===== config.mk =====
export PLATFORM = sky130hd
export DESIGN_NAME = fnd_source_arbiter
export DESIGN_NICKNAME = d
export VERILOG_FILES = /design/src/rtl/fnd_source_arbiter.sv
export SDC_FILE = /design/constraint.sdc
export NUM_CORES = 1
export LEC_CHECK = 0
export ABC_CLOCK_PERIOD_IN_PS = 3100
export BUFFER_PORTS_ARGS = -buffer_cell sky130_fd_sc_hd__clkbuf_2
export CORE_UTILIZATION = 35
export CTS_CLUSTER_DIAMETER = 150
export DETAILED_ROUTE_END_ITERATION = 16
export PLACE_DENSITY = 0.58
export SETUP_SLACK_MARGIN = 0.1
export SLEW_MARGIN = 10
export SYNTH_ARGS = -nofsm -noshare
export SYNTH_HDL_FRONTEND = slang
export SYNTH_SLANG_ARGS = --single-unit

===== constraint.sdc =====
create_clock -name clk -period 3.1 [get_ports clk]
set_input_delay 0.62 -clock clk [delete_from_list [all_inputs] [get_ports clk]]
set_output_delay 0.62 -clock clk [all_outputs]
set_load 0.01 [all_outputs]

===== src/rtl/fnd_source_arbiter.sv =====
// Display source arbiter: UART override > stopwatch > watch, with registered display outputs.
// Define FND_ARB_AUTO_PAGE_EN to compile in automatic page rotation.
module fnd_source_arbiter #(
  parameter int unsigned CLK_HZ  = 100_000_000,
  parameter int unsigned HOLD_MS = 3000,
  parameter int unsigned PAGE_MS = 2000
) (
  input  logic        clk,
  input  logic        rst,
  input  logic [31:0] wt_data,
  input  logic        sw_valid,
  input  logic [31:0] sw_data,
  input  logic        uart_req,
  input  logic [31:0] uart_data,
  output logic        uart_ack,
  input  logic        user_sel,
  input  logic        auto_page,
  input  logic        edit_mode,
  output logic [31:0] fnd_in_data,
  output logic        sel_display,
  output logic        mode,
  output logic [1:0]  src
);

  localparam int unsigned MS_CYC = CLK_HZ / 1000;
  localparam longint unsigned HOLD_CYC = (64'(HOLD_MS) * 64'(CLK_HZ)) / 64'd1000;
  localparam int unsigned PRE_W  = (MS_CYC > 1) ? $clog2(MS_CYC) : 1;
  localparam int unsigned HOLD_W = (HOLD_CYC > 1) ? $clog2(HOLD_CYC) : 1;

  typedef enum logic [1:0] {
    S_WATCH = 2'b00,
    S_SW    = 2'b01,
    S_UART  = 2'b10
  } state_t;

  state_t             state, state_next;
  logic [PRE_W-1:0]   pre;
  logic [HOLD_W-1:0]  hold;
  logic [31:0]        uart_q;
  logic [31:0]        data_next;
  logic               tick, expire, sel_next;

`ifdef FND_ARB_AUTO_PAGE_EN
  localparam int unsigned PAGE_W = (PAGE_MS > 1) ? $clog2(PAGE_MS) : 1;
  logic [PAGE_W-1:0]  page_cnt, page_cnt_next;
  logic               page, page_next;
`endif

  always_comb begin
    tick   = (pre == PRE_W'(MS_CYC - 1));
    expire = (state == S_UART) && (hold == HOLD_W'(HOLD_CYC - 1));

    state_next = state;
    case (state)
      S_WATCH: if (uart_req) state_next = S_UART;
               else if (sw_valid) state_next = S_SW;
      S_SW:    if (uart_req) state_next = S_UART;
               else if (!sw_valid) state_next = S_WATCH;
      S_UART:  if (uart_req) state_next = S_UART;
               else if (expire) state_next = sw_valid ? S_SW : S_WATCH;
      default: state_next = S_WATCH;
    endcase

    // An accepting cycle shows the incoming UART word, not the stale latch.
    case (state_next)
      S_SW:    data_next = sw_data;
      S_UART:  data_next = uart_req ? uart_data : uart_q;
      default: data_next = wt_data;
    endcase

`ifdef FND_ARB_AUTO_PAGE_EN
    page_next     = page;
    page_cnt_next = page_cnt;
    if (!auto_page) begin
      page_next     = 1'b1;
      page_cnt_next = '0;
    end else if (tick) begin
      if (page_cnt == PAGE_W'(PAGE_MS - 1)) begin
        page_cnt_next = '0;
        page_next     = ~page;
      end else begin
        page_cnt_next = page_cnt + PAGE_W'(1);
      end
    end
    sel_next = (!auto_page || state_next == S_SW) ? user_sel : page_next;
`else
    // Rotation compiled out: auto_page and tick are intentionally inert here.
    sel_next = user_sel | (1'b0 & auto_page & tick);
`endif
  end

  always_ff @(posedge clk or posedge rst) begin
    if (rst) begin
      state       <= S_WATCH;
      pre         <= '0;
      hold        <= '0;
      uart_q      <= '0;
      fnd_in_data <= '0;
      sel_display <= 1'b1;
      mode        <= 1'b0;
      uart_ack    <= 1'b0;
`ifdef FND_ARB_AUTO_PAGE_EN
      page        <= 1'b1;
      page_cnt    <= '0;
`endif
    end else begin
      state <= state_next;
      if (uart_req) begin
        pre    <= '0;
        hold   <= '0;
        uart_q <= uart_data;
      end else begin
        pre  <= tick ? '0 : pre + PRE_W'(1);
        hold <= (state == S_UART && !expire) ? hold + HOLD_W'(1) : '0;
      end
      fnd_in_data <= data_next;
      sel_display <= sel_next;
      mode        <= (state_next == S_WATCH) && edit_mode;
      uart_ack    <= uart_req;
`ifdef FND_ARB_AUTO_PAGE_EN
      page        <= page_next;
      page_cnt    <= page_cnt_next;
`endif
    end
  end

  assign src = state;

endmodule

==> flow_metrics.py, run 1 <==
metrics = {
    "run_status": {
        "status": "finished clean",
    },
    "cts": {
        "cts_tree": "done",
        "clk_latency_ps": 340,
        "cts_root_buf": "clkbuf_16",
        "path_clk_slew_ps": 70,
        "htree_levels": 3,
        "clock_path_buffers": 2,
        "post_cts_buffers": 0,
        "cts_num_sinks": 98,
        "cts_buffers": 9,
    },
    "power": {
        "p_leak_nw": 2.66,
        "seq_power_share_pct": 47.8,
        "peakVddDrop_mv": 0.243,
        "switching_share_pct": 22.8,
        "p_per_area_nw_per_um2": 508,
        "switchingPower_w": 0.000668,
        "internal_power_w": 0.00226,
        "clockPowerShare_pct": 41.4,
        "power.share.combinational_pct": 10.7,
    },
    "worst_setup_path": {
        "worstPathRequired_ps": 3360,
        "crit_start": "hold[0]",
        "critical_path_arrival_ps": 3010,
        "cp-endpoint": "fnd_in_data[0]",
        "end_kind": "flop",
        "reg2reg_slack_ps": 350,
        "r2r-start": "hold[0]",
        "criticalPathCategory": "flop to flop",
        "startpoint_type": "flop",
        "rr_worst_depth": 9,
        "reg2reg_to": "fnd_in_data[0]",
        "cp_max_fo": 40,
    },
    "timing": {
        "max-slew-margin-rel_pct": 43.7,
        "finalClockSkew_ps": 6.67,
        "final.min_clock_period_ps": 2750,
        "rsz0062_at_grt": "no",
        "setup_viol": 0,
        "fin_crit_sh_pct": 88.8,
        "tightestPinTransition_ps": 843,
        "drv_slew": 0,
        "setup-tns-final_ps": 0,
        "holdWs_ps": 360,
        "hold_viol": 0,
        "max_freq_mhz": 363,
    },
    "logic_synthesis": {
        "ys_seq_area_share_pct": 54.6,
        "synth-async-reset-ratio_pct": 100,
        "syn-num-nets": 514,
        "avgSynthCellArea_sq_um": 11.0,
        "yosys.area_share.simple_pct": 15.9,
        "synth_top_area_share_pct": 54.1,
        "synth_top_family_by_area": "simple AND/OR/NAND/NOR gates",
        "synth_edf_count": 0,
        "synthTopCellsByArea": "dfrtp_1 54%, mux2_2 8.0%, a22oi_1 5.3%",
        "yosysMostFrequentCell": "dfrtp_1",
        "synth-adder-area-share_pct": 1.11,
        "syn_inst": 407,
        "synth_compound_area_share_pct": 15.5,
        "yosysTopAreaCell": "dfrtp_1",
        "synth-main-ff-cell": "dfrtp_1",
        "synthXorXnorAreaFrac_pct": 1.56,
        "syn-cell-area_sq_um": 4490,
        "synth_cell_type_count": 48,
        "synth.area.mux_share_pct": 8.25,
        "synth_common_cells": "97 x dfrtp_1, 39 x a21oi_1, 39 x nor2_1",
        "ys_seq_elements": 98,
        "yosys_warnings": 0,
    },
    "drt": {
        "dr_total_vias": 3736,
        "routed.top_layer": "met4",
        "dr_wl_met3_um": 860,
        "dr_wl_met2_um": 5700,
        "drc": 0,
        "dr.first_iter.drc_count": 183,
        "routed_via_density": 5.18,
        "routedWlPerCell_um": 16.0,
        "drt_first_pass_iters": 6,
        "drtAntennaViolNets": 0,
        "routed_wl_um": 11500,
        "met1_length_um": 4740,
    },
    "global_route": {
        "grt_util_all_layers_pct": 18.4,
        "overflow": 0,
        "grt_pass1_vias": 3892,
        "antenna_found_initial": 0,
        "grt_max_degree": 41,
        "grt_pass1_wl_um": 19000,
    },
    "run": {
        "cap_viol_max_count": 0,
    },
    "cells_and_area": {
        "fin_nets": 651,
        "num_antenna_cells": 0,
        "nFillCells": 1199,
        "fin_cells": 721,
        "area_growth_pct": 28.4,
        "drive_above_1_share_pct": 38.3,
    },
    "placed_design": {
        "place_inst": 705,
        "port-buffer-count": 138,
        "dpl.hpwl_um": 8310,
        "place_congestion": 0.810,
    },
    "floorplan": {
        "die_area_sq_um": 13300,
        "fp-row-count": 41,
        "core_sq_um": 12600,
        "die_w_um": 115,
        "initial_utilization_pct": 35.7,
        "die_h_um": 115,
        "io_pins": 140,
    },
    "min_path": {
        "min-delay-path-class": "input port to flop",
    },
}
registers in the layout (all words and copies together), names as in the netlist:
name         flops
fnd_in_data     32
hold            29
mode             1
sel_display      1
src              2
uart_ack         1
uart_q          32
worst min path at each step:
stage	slack (ps)	depth (start not counted)	to	start
final	360	1	sel_display	user_sel
after global routing	350	1	sel_display	user_sel
after CTS	350	1	sel_display	user_sel
after detailed placement	490	1	uart_q[20]	uart_q[20]
after global placement	480	1	uart_q[20]	uart_q[20]
after floorplan	470	1	hold[0]	hold[0]
kinds of logic (layout without fill, tap and decap cells):
| group | Yosys count | after routing |
|---|---|---|
| compound gates | 107 | 107 |
| xor+xnor | 8 | 8 |
| fa+ha+maj | 4 | 4 |
| buf+inv | 30 | 172 |
| flops | 98 | 98 |
| mux | 33 | 33 |
| simple gates | 127 | 127 |
through the flow:
stage               power (W)  worst slack, ps  utilization, %  cell area, sq um
finish                0.00293              347            45.9              5770
global route          0.00304              113            45.9              5770
CTS                   0.00296              251            45.8              5760
detailed placement    0.00175              260            43.2              5430
global placement      0.00174              383            43.2              5430
floorplan             0.00159              423               -              4490
worst max-delay path: stages (launching register included):
cell	delay, ps
dfrtp_1	400
ha_1	320
and3_1	260
nand2_1	90
o41ai_1	480
nand3b_1	180
ha_2	470
buf_12	230
nor2_1	70
a21oi_1	140
routing by layer:
metal	vias to the layer above	global-route usage, %
li1	1791	-
met1	1812	21.4
met2	118	31.6
met3	15	5.32
met4	0	8.14
met5	-	0
area by class of cell:
type,instances,area (sq um),share of cell area (%)
multi-input combinational,279,1910,33.1
clock buffer,10,239,4.14
sequential,98,2450,42.6
timing repair buffer,151,838,14.5
tap,172,215,3.73
clock inverter,6,87.6,1.52
inverter,5,22.5,0.391
power groups by stage:
stage               clock network, W  logic, W  registers (W)
floorplan                          0  0.000140        0.00145
global placement                   0  0.000314        0.00142
detailed placement                 0  0.000320        0.00143
CTS                          0.00124  0.000321        0.00140
global route                 0.00128  0.000351        0.00141
finish                       0.00121  0.000314        0.00140
cells in the final DEF, fill, tap and decap left out, drive strengths merged, types with 2 or more instances in the layout:
cell | Yosys | final
nand3 | 12 | 12
and4 | 6 | 6
xor2 | 7 | 7
o31ai | 9 | 9
o21ai | 9 | 9
nor3b | 2 | 2
or3 | 7 | 7
nor4b | 2 | 2
dfrtp | 97 | 97
a21oi | 39 | 39
clkinv | 0 | 3
buf | 9 | 13
inv | 5 | 5
nand4 | 13 | 13
mux2 | 32 | 32
ha | 4 | 4
a211oi | 10 | 10
and3 | 4 | 4
or2 | 2 | 2
o211ai | 3 | 3
nor2 | 39 | 39
or4 | 6 | 6
clkbuf | 16 | 148
nor3 | 9 | 9
and2 | 5 | 5
nand2 | 14 | 14
a22oi | 32 | 32
bufinv | 0 | 2
what timing repair did:
item,4_1_cts,5_1_grt
endpoints found under the setup margin,0,19
hold buffers,0,0
resized for setup,0,1
Note: power is estimated with default switching activity, not from simulation.
==> run 2, diff against run 1 <==
--- a/config.mk
+++ b/config.mk
@@ -11,6 +11,7 @@
 export CTS_CLUSTER_DIAMETER = 150
 export DETAILED_ROUTE_END_ITERATION = 16
 export PLACE_DENSITY = 0.58
+export RECOVER_POWER = 50
 export SETUP_SLACK_MARGIN = 0.1
 export SLEW_MARGIN = 10
 export SYNTH_ARGS = -nofsm -noshare
==> flow_metrics.py, run 2 (synthesis gave the netlist of run 1 again) <==
metrics = {
    "cts": {
        "cts_resized": 0,
        "clock_path_buffers": 2,
        "cts_num_sinks": 98,
        "htree_levels": 3,
        "path_clk_slew_ps": 70,
        "cts_tree": "done",
        "post_cts_buffers": 0,
        "cts_root_buf": "clkbuf_16",
        "ctsHoldBuffers": 0,
        "clk_latency_ps": 340,
        "cts_buffers": 9,
    },
    "cells_and_area": {
        "fin_area_sq_um": 5730,
        "fin_util_pct": 45.6,
        "area_growth_pct": 27.6,
        "drive_above_1_share_pct": 35.2,
        "fin_cells": 721,
        "num_antenna_cells": 0,
        "final_cell_mix": "136 x clkbuf_2, 97 x dfrtp_1, 39 x nor2_1, 39 x a21oi_1, 32 x a22oi_1",
        "final_common_cell": "clkbuf_2",
        "multi_input_area_sq_um": 1910,
        "largestRegisters": "fnd_in_data (32), uart_q (32), hold (29)",
        "nFillCells": 1200,
        "regArea_sq_um": 2450,
        "fin_nets": 651,
    },
    "worst_setup_path": {
        "crit_start": "hold[0]",
        "max_stage_delay_ps": 480,
        "critPathTopFamily": "adder cells",
        "worstPathRequired_ps": 3360,
        "path_cells": "ha_1 -> and3_1 -> nand2_1 -> o41ai_1 -> nand3b_1 -> ha_2 -> buf_12 -> nor2_1 -> a21oi_1",
        "cpMaxStageDelayCell": "o41ai_1",
        "critical_path_arrival_ps": 3010,
        "startpoint_type": "flop",
        "criticalPathCategory": "flop to flop",
        "end_kind": "flop",
        "cp_max_fo": 40,
        "r2r-start": "hold[0]",
        "crit_buf_inv": 1,
    },
    "timing": {
        "finalClockSkew_ps": 7.59,
        "tightestPinTransition_ps": 1600,
        "setup-tns-final_ps": 0,
        "fin_crit_sh_pct": 88.9,
        "setup_viol": 0,
        "final.min_clock_period_ps": 2760,
        "max-slew-margin-rel_pct": -6.95,
        "hold_viol": 0,
        "max_freq_mhz": 363,
        "rsz0062_at_grt": "no",
        "drv_slew": 38,
    },
    "floorplan": {
        "io_pins": 140,
        "initial_utilization_pct": 35.7,
        "core_sq_um": 12600,
        "die_h_um": 115,
        "die_area_sq_um": 13300,
        "fp-row-count": 41,
        "die_w_um": 115,
    },
    "drt": {
        "drt_first_pass_iters": 4,
        "drtAntennaViolNets": 0,
        "dr.first_iter.drc_count": 180,
        "routedWlPerCell_um": 16.0,
        "routed_via_density": 5.17,
        "routed_wl_um": 11500,
        "dr_total_vias": 3728,
        "drc": 0,
    },
    "global_route": {
        "grt_max_degree": 41,
        "grt_pass1_wl_um": 19000,
        "overflow": 0,
        "grt_pass1_vias": 3892,
        "grt_util_all_layers_pct": 18.4,
        "antenna_found_initial": 0,
    },
    "run_status": {
        "violations": "max-capacitance violations, max-slew violations",
        "status": "finished with violations",
    },
    "placed_design": {
        "place_congestion": 0.810,
        "dpl.hpwl_um": 8310,
        "place_inst": 705,
        "port-buffer-count": 138,
        "dpl_cell_area_sq_um": 5430,
    },
    "run": {
        "cap_viol_max_count": 1,
    },
    "min_path": {
        "hp-start": "user_sel",
        "min-delay-path-class": "input port to flop",
    },
    "power": {
        "p_leak_nw": 2.64,
        "finalPower_w": 0.00292,
        "peakVddDrop_mv": 0.243,
        "p_per_area_nw_per_um2": 509,
    },
}
run 2: changes by cell type in the layout (fill, tap and decap cells not counted), sizes merged:
| cell | delta |
|---|---|
| clkbuf | +2 |
| buf | -2 |
run 2: per-stage QoR:
stage               setup slack [ps]  hold slack (ps)
floorplan                        423              470
global placement                 383              482
detailed placement               260              485
CTS                              251              351
global route                     113              354
finish                           344              360
run 2: cell type report:
cell class | count | share of cell area [%]
Sequential cell | 98 | 42.8
Multi-Input combinational cell | 279 | 33.3
Timing Repair Buffer | 151 | 14.0
Clock buffer | 10 | 4.17
Tap cell | 172 | 3.76
Clock inverter | 6 | 1.53
Inverter | 5 | 0.349
run 2: path summary, 6_finish.rpt:
path / to / slack [ps] / cells past startpoint
max: fnd_in_data[0] / 340 / 9
min: sel_display / 360 / 1
max reg2reg: fnd_in_data[0] / 340 / 9
min reg2reg: uart_q[16] / 480 / 1
max in group asynchronous: fnd_in_data[27] / 980 / 3
min in group asynchronous: uart_q[7] / 640 / 2
run 2: report_power, final:
group,total (W),switching (W),internal (W)
combinational,0.000304,0.000155,0.000149
clock,0.00121,0.000483,0.000731
sequential,0.00140,0.0000287,0.00137
run 2: per-layer routing:
layer  vias up  GRT usage, %  routed length [um]
met5         -             0                   0
met4         0          8.14                 189
met3        13          5.32                 835
met2       114          31.6                5710
met1      1812          21.4                4760
li1       1789             -                   -
==> run 3, diff against run 2 <==
--- a/config.mk
+++ b/config.mk
@@ -6,11 +6,11 @@
 export NUM_CORES = 1
 export LEC_CHECK = 0
 export ABC_CLOCK_PERIOD_IN_PS = 3100
-export BUFFER_PORTS_ARGS = -buffer_cell sky130_fd_sc_hd__clkbuf_2
 export CORE_UTILIZATION = 35
 export CTS_CLUSTER_DIAMETER = 150
 export DETAILED_ROUTE_END_ITERATION = 16
-export PLACE_DENSITY = 0.58
+export DONT_BUFFER_PORTS = 1
+export PLACE_DENSITY = 0.49
 export RECOVER_POWER = 50
 export SETUP_SLACK_MARGIN = 0.1
 export SLEW_MARGIN = 10
==> flow_metrics.py, run 3 (synthesis gave the netlist of run 1 again) <==
metrics = {
    "run_status": {
        "status": "finished with violations",
        "violations": "max-capacitance violations, max-slew violations",
    },
    "floorplan": {
        "io_pins": 140,
        "core_sq_um": 12600,
        "die_area_sq_um": 13300,
        "die_h_um": 115,
        "initial_utilization_pct": 35.7,
        "die_w_um": 115,
        "fp-row-count": 41,
    },
    "global_route": {
        "overflow": 0,
        "grt_max_degree": 65,
        "grt_util_all_layers_pct": 16.8,
        "grt_pass1_wl_um": 17000,
        "antenna_found_initial": 0,
        "grt_pass1_vias": 3342,
    },
    "worst_setup_path": {
        "end_kind": "flop",
        "cp_max_fo": 64,
        "worstPathRequired_ps": 3350,
        "critical_path_arrival_ps": 2890,
        "startpoint_type": "flop",
        "criticalPathCategory": "flop to flop",
    },
    "cts": {
        "clk_latency_ps": 330,
        "cts_resized": 0,
        "path_clk_slew_ps": 70,
        "clock_path_buffers": 2,
        "ctsHoldBuffers": 0,
        "cts_tree": "done",
        "cts_num_sinks": 98,
        "cts_buffers": 9,
        "post_cts_buffers": 0,
        "cts_root_buf": "clkbuf_16",
        "htree_levels": 3,
    },
    "drt": {
        "drt_first_pass_iters": 4,
        "routed_wl_um": 10400,
        "dr_total_vias": 3214,
        "drtAntennaViolNets": 0,
        "routed_via_density": 5.53,
        "routedWlPerCell_um": 17.9,
        "drc": 0,
        "dr.first_iter.drc_count": 151,
    },
    "cells_and_area": {
        "area_growth_pct": 10.7,
        "fin_area_sq_um": 4970,
        "final_common_cell": "dfrtp_1",
        "final_cell_mix": "97 x dfrtp_1, 39 x nor2_1, 39 x a21oi_1, 32 x a22oi_1, 30 x mux2_2",
        "drive_above_1_share_pct": 15.9,
        "num_antenna_cells": 0,
        "largestRegisters": "fnd_in_data (32), uart_q (32), hold (29)",
        "fin_nets": 512,
        "nFillCells": 1254,
    },
    "timing": {
        "setup_viol": 0,
        "finalClockSkew_ps": 7.92,
        "drv_slew": 38,
        "max_freq_mhz": 379,
        "fin_crit_sh_pct": 85.0,
        "final.min_clock_period_ps": 2640,
        "rsz0062_at_grt": "no",
        "max-slew-margin-rel_pct": -30.8,
        "worst_slack_ps": 463,
        "tightestPinTransition_ps": 1960,
        "setup-tns-final_ps": 0,
        "hold_viol": 0,
    },
    "power": {
        "peakVddDrop_mv": 0.233,
        "p_leak_nw": 2.04,
        "p_per_area_nw_per_um2": 528,
        "seq_power_share_pct": 54.7,
        "clockPowerShare_pct": 39.4,
        "internal_power_w": 0.00201,
        "switchingPower_w": 0.000610,
        "finalPower_w": 0.00262,
        "power.share.combinational_pct": 5.8,
        "switching_share_pct": 23.2,
    },
    "placed_design": {
        "port-buffer-count": 0,
        "dpl_cell_area_sq_um": 4720,
        "dpl.hpwl_um": 7240,
        "place_congestion": 0.763,
        "place_ws_ps": 417,
    },
    "min_path": {
        "min-delay-path-class": "input port to async pin",
    },
    "run": {
        "cap_viol_max_count": 1,
    },
}
## run 3: final cells by class
class                      instances  area (sq um)  share of cell area, %
sequential                        98          2450                   49.4
multi-input combinational        279          1900                   38.3
clock buffer                      11           243                   4.88
tap                              172           215                   4.33
timing repair buffer              12           109                   2.19
clock inverter                     4          27.5                  0.554
inverter                           5          20.0                  0.403
## run 3: worst paths after layout
path,startpoint,end,slack [ps],cells past startpoint
min in group clk,user_sel,sel_display,280,0
hold reg to reg,uart_q[14],uart_q[14],490,1
hold / removal,rst,uart_q[28],120,1
max in group asynchronous,rst,uart_q[8],850,2
setup reg to reg,hold[18],fnd_in_data[13],460,8
setup / recovery,hold[18],fnd_in_data[13],460,8
## run 3: per-layer routing
layer	up-vias	wire, um	global-route usage, %
met5	-	0	0
met4	0	185	6.32
met3	12	698	6.01
met2	91	5000	27.8
met1	1610	4510	20.2
li1	1501	-	-
## run 3: per-stage QoR
stage / instances / utilization, % / hold slack, ps
after detailed placement: 566 / 37.6 / 435
final: 581 / 39.6 / 120
after floorplan: 407 / - / 470
after global placement: 566 / 37.6 / 433
after global routing: 581 / 39.6 / 127
after CTS: 581 / 39.7 / 69.8
## run 3: worst max-delay path, stage by stage (launching register included)
cell and delay (ps):
dfrtp_1 420, nor4b_1 470, nand3_1 200, o41ai_1 450, nand3b_1 170, ha_2 370, buf_12 240, nor2_1 90
a21oi_1 130
## run 3: power by group through the flow
| stage | logic, W | registers [W] | clock network, W |
|---|---|---|---|
| after global placement | 0.000159 | 0.00146 | 0 |
| after CTS | 0.000162 | 0.00144 | 0.00107 |
| after global routing | 0.000178 | 0.00145 | 0.00112 |
| final | 0.000153 | 0.00144 | 0.00103 |
| after floorplan | 0.000140 | 0.00145 | 0 |
| after detailed placement | 0.000164 | 0.00146 | 0 |
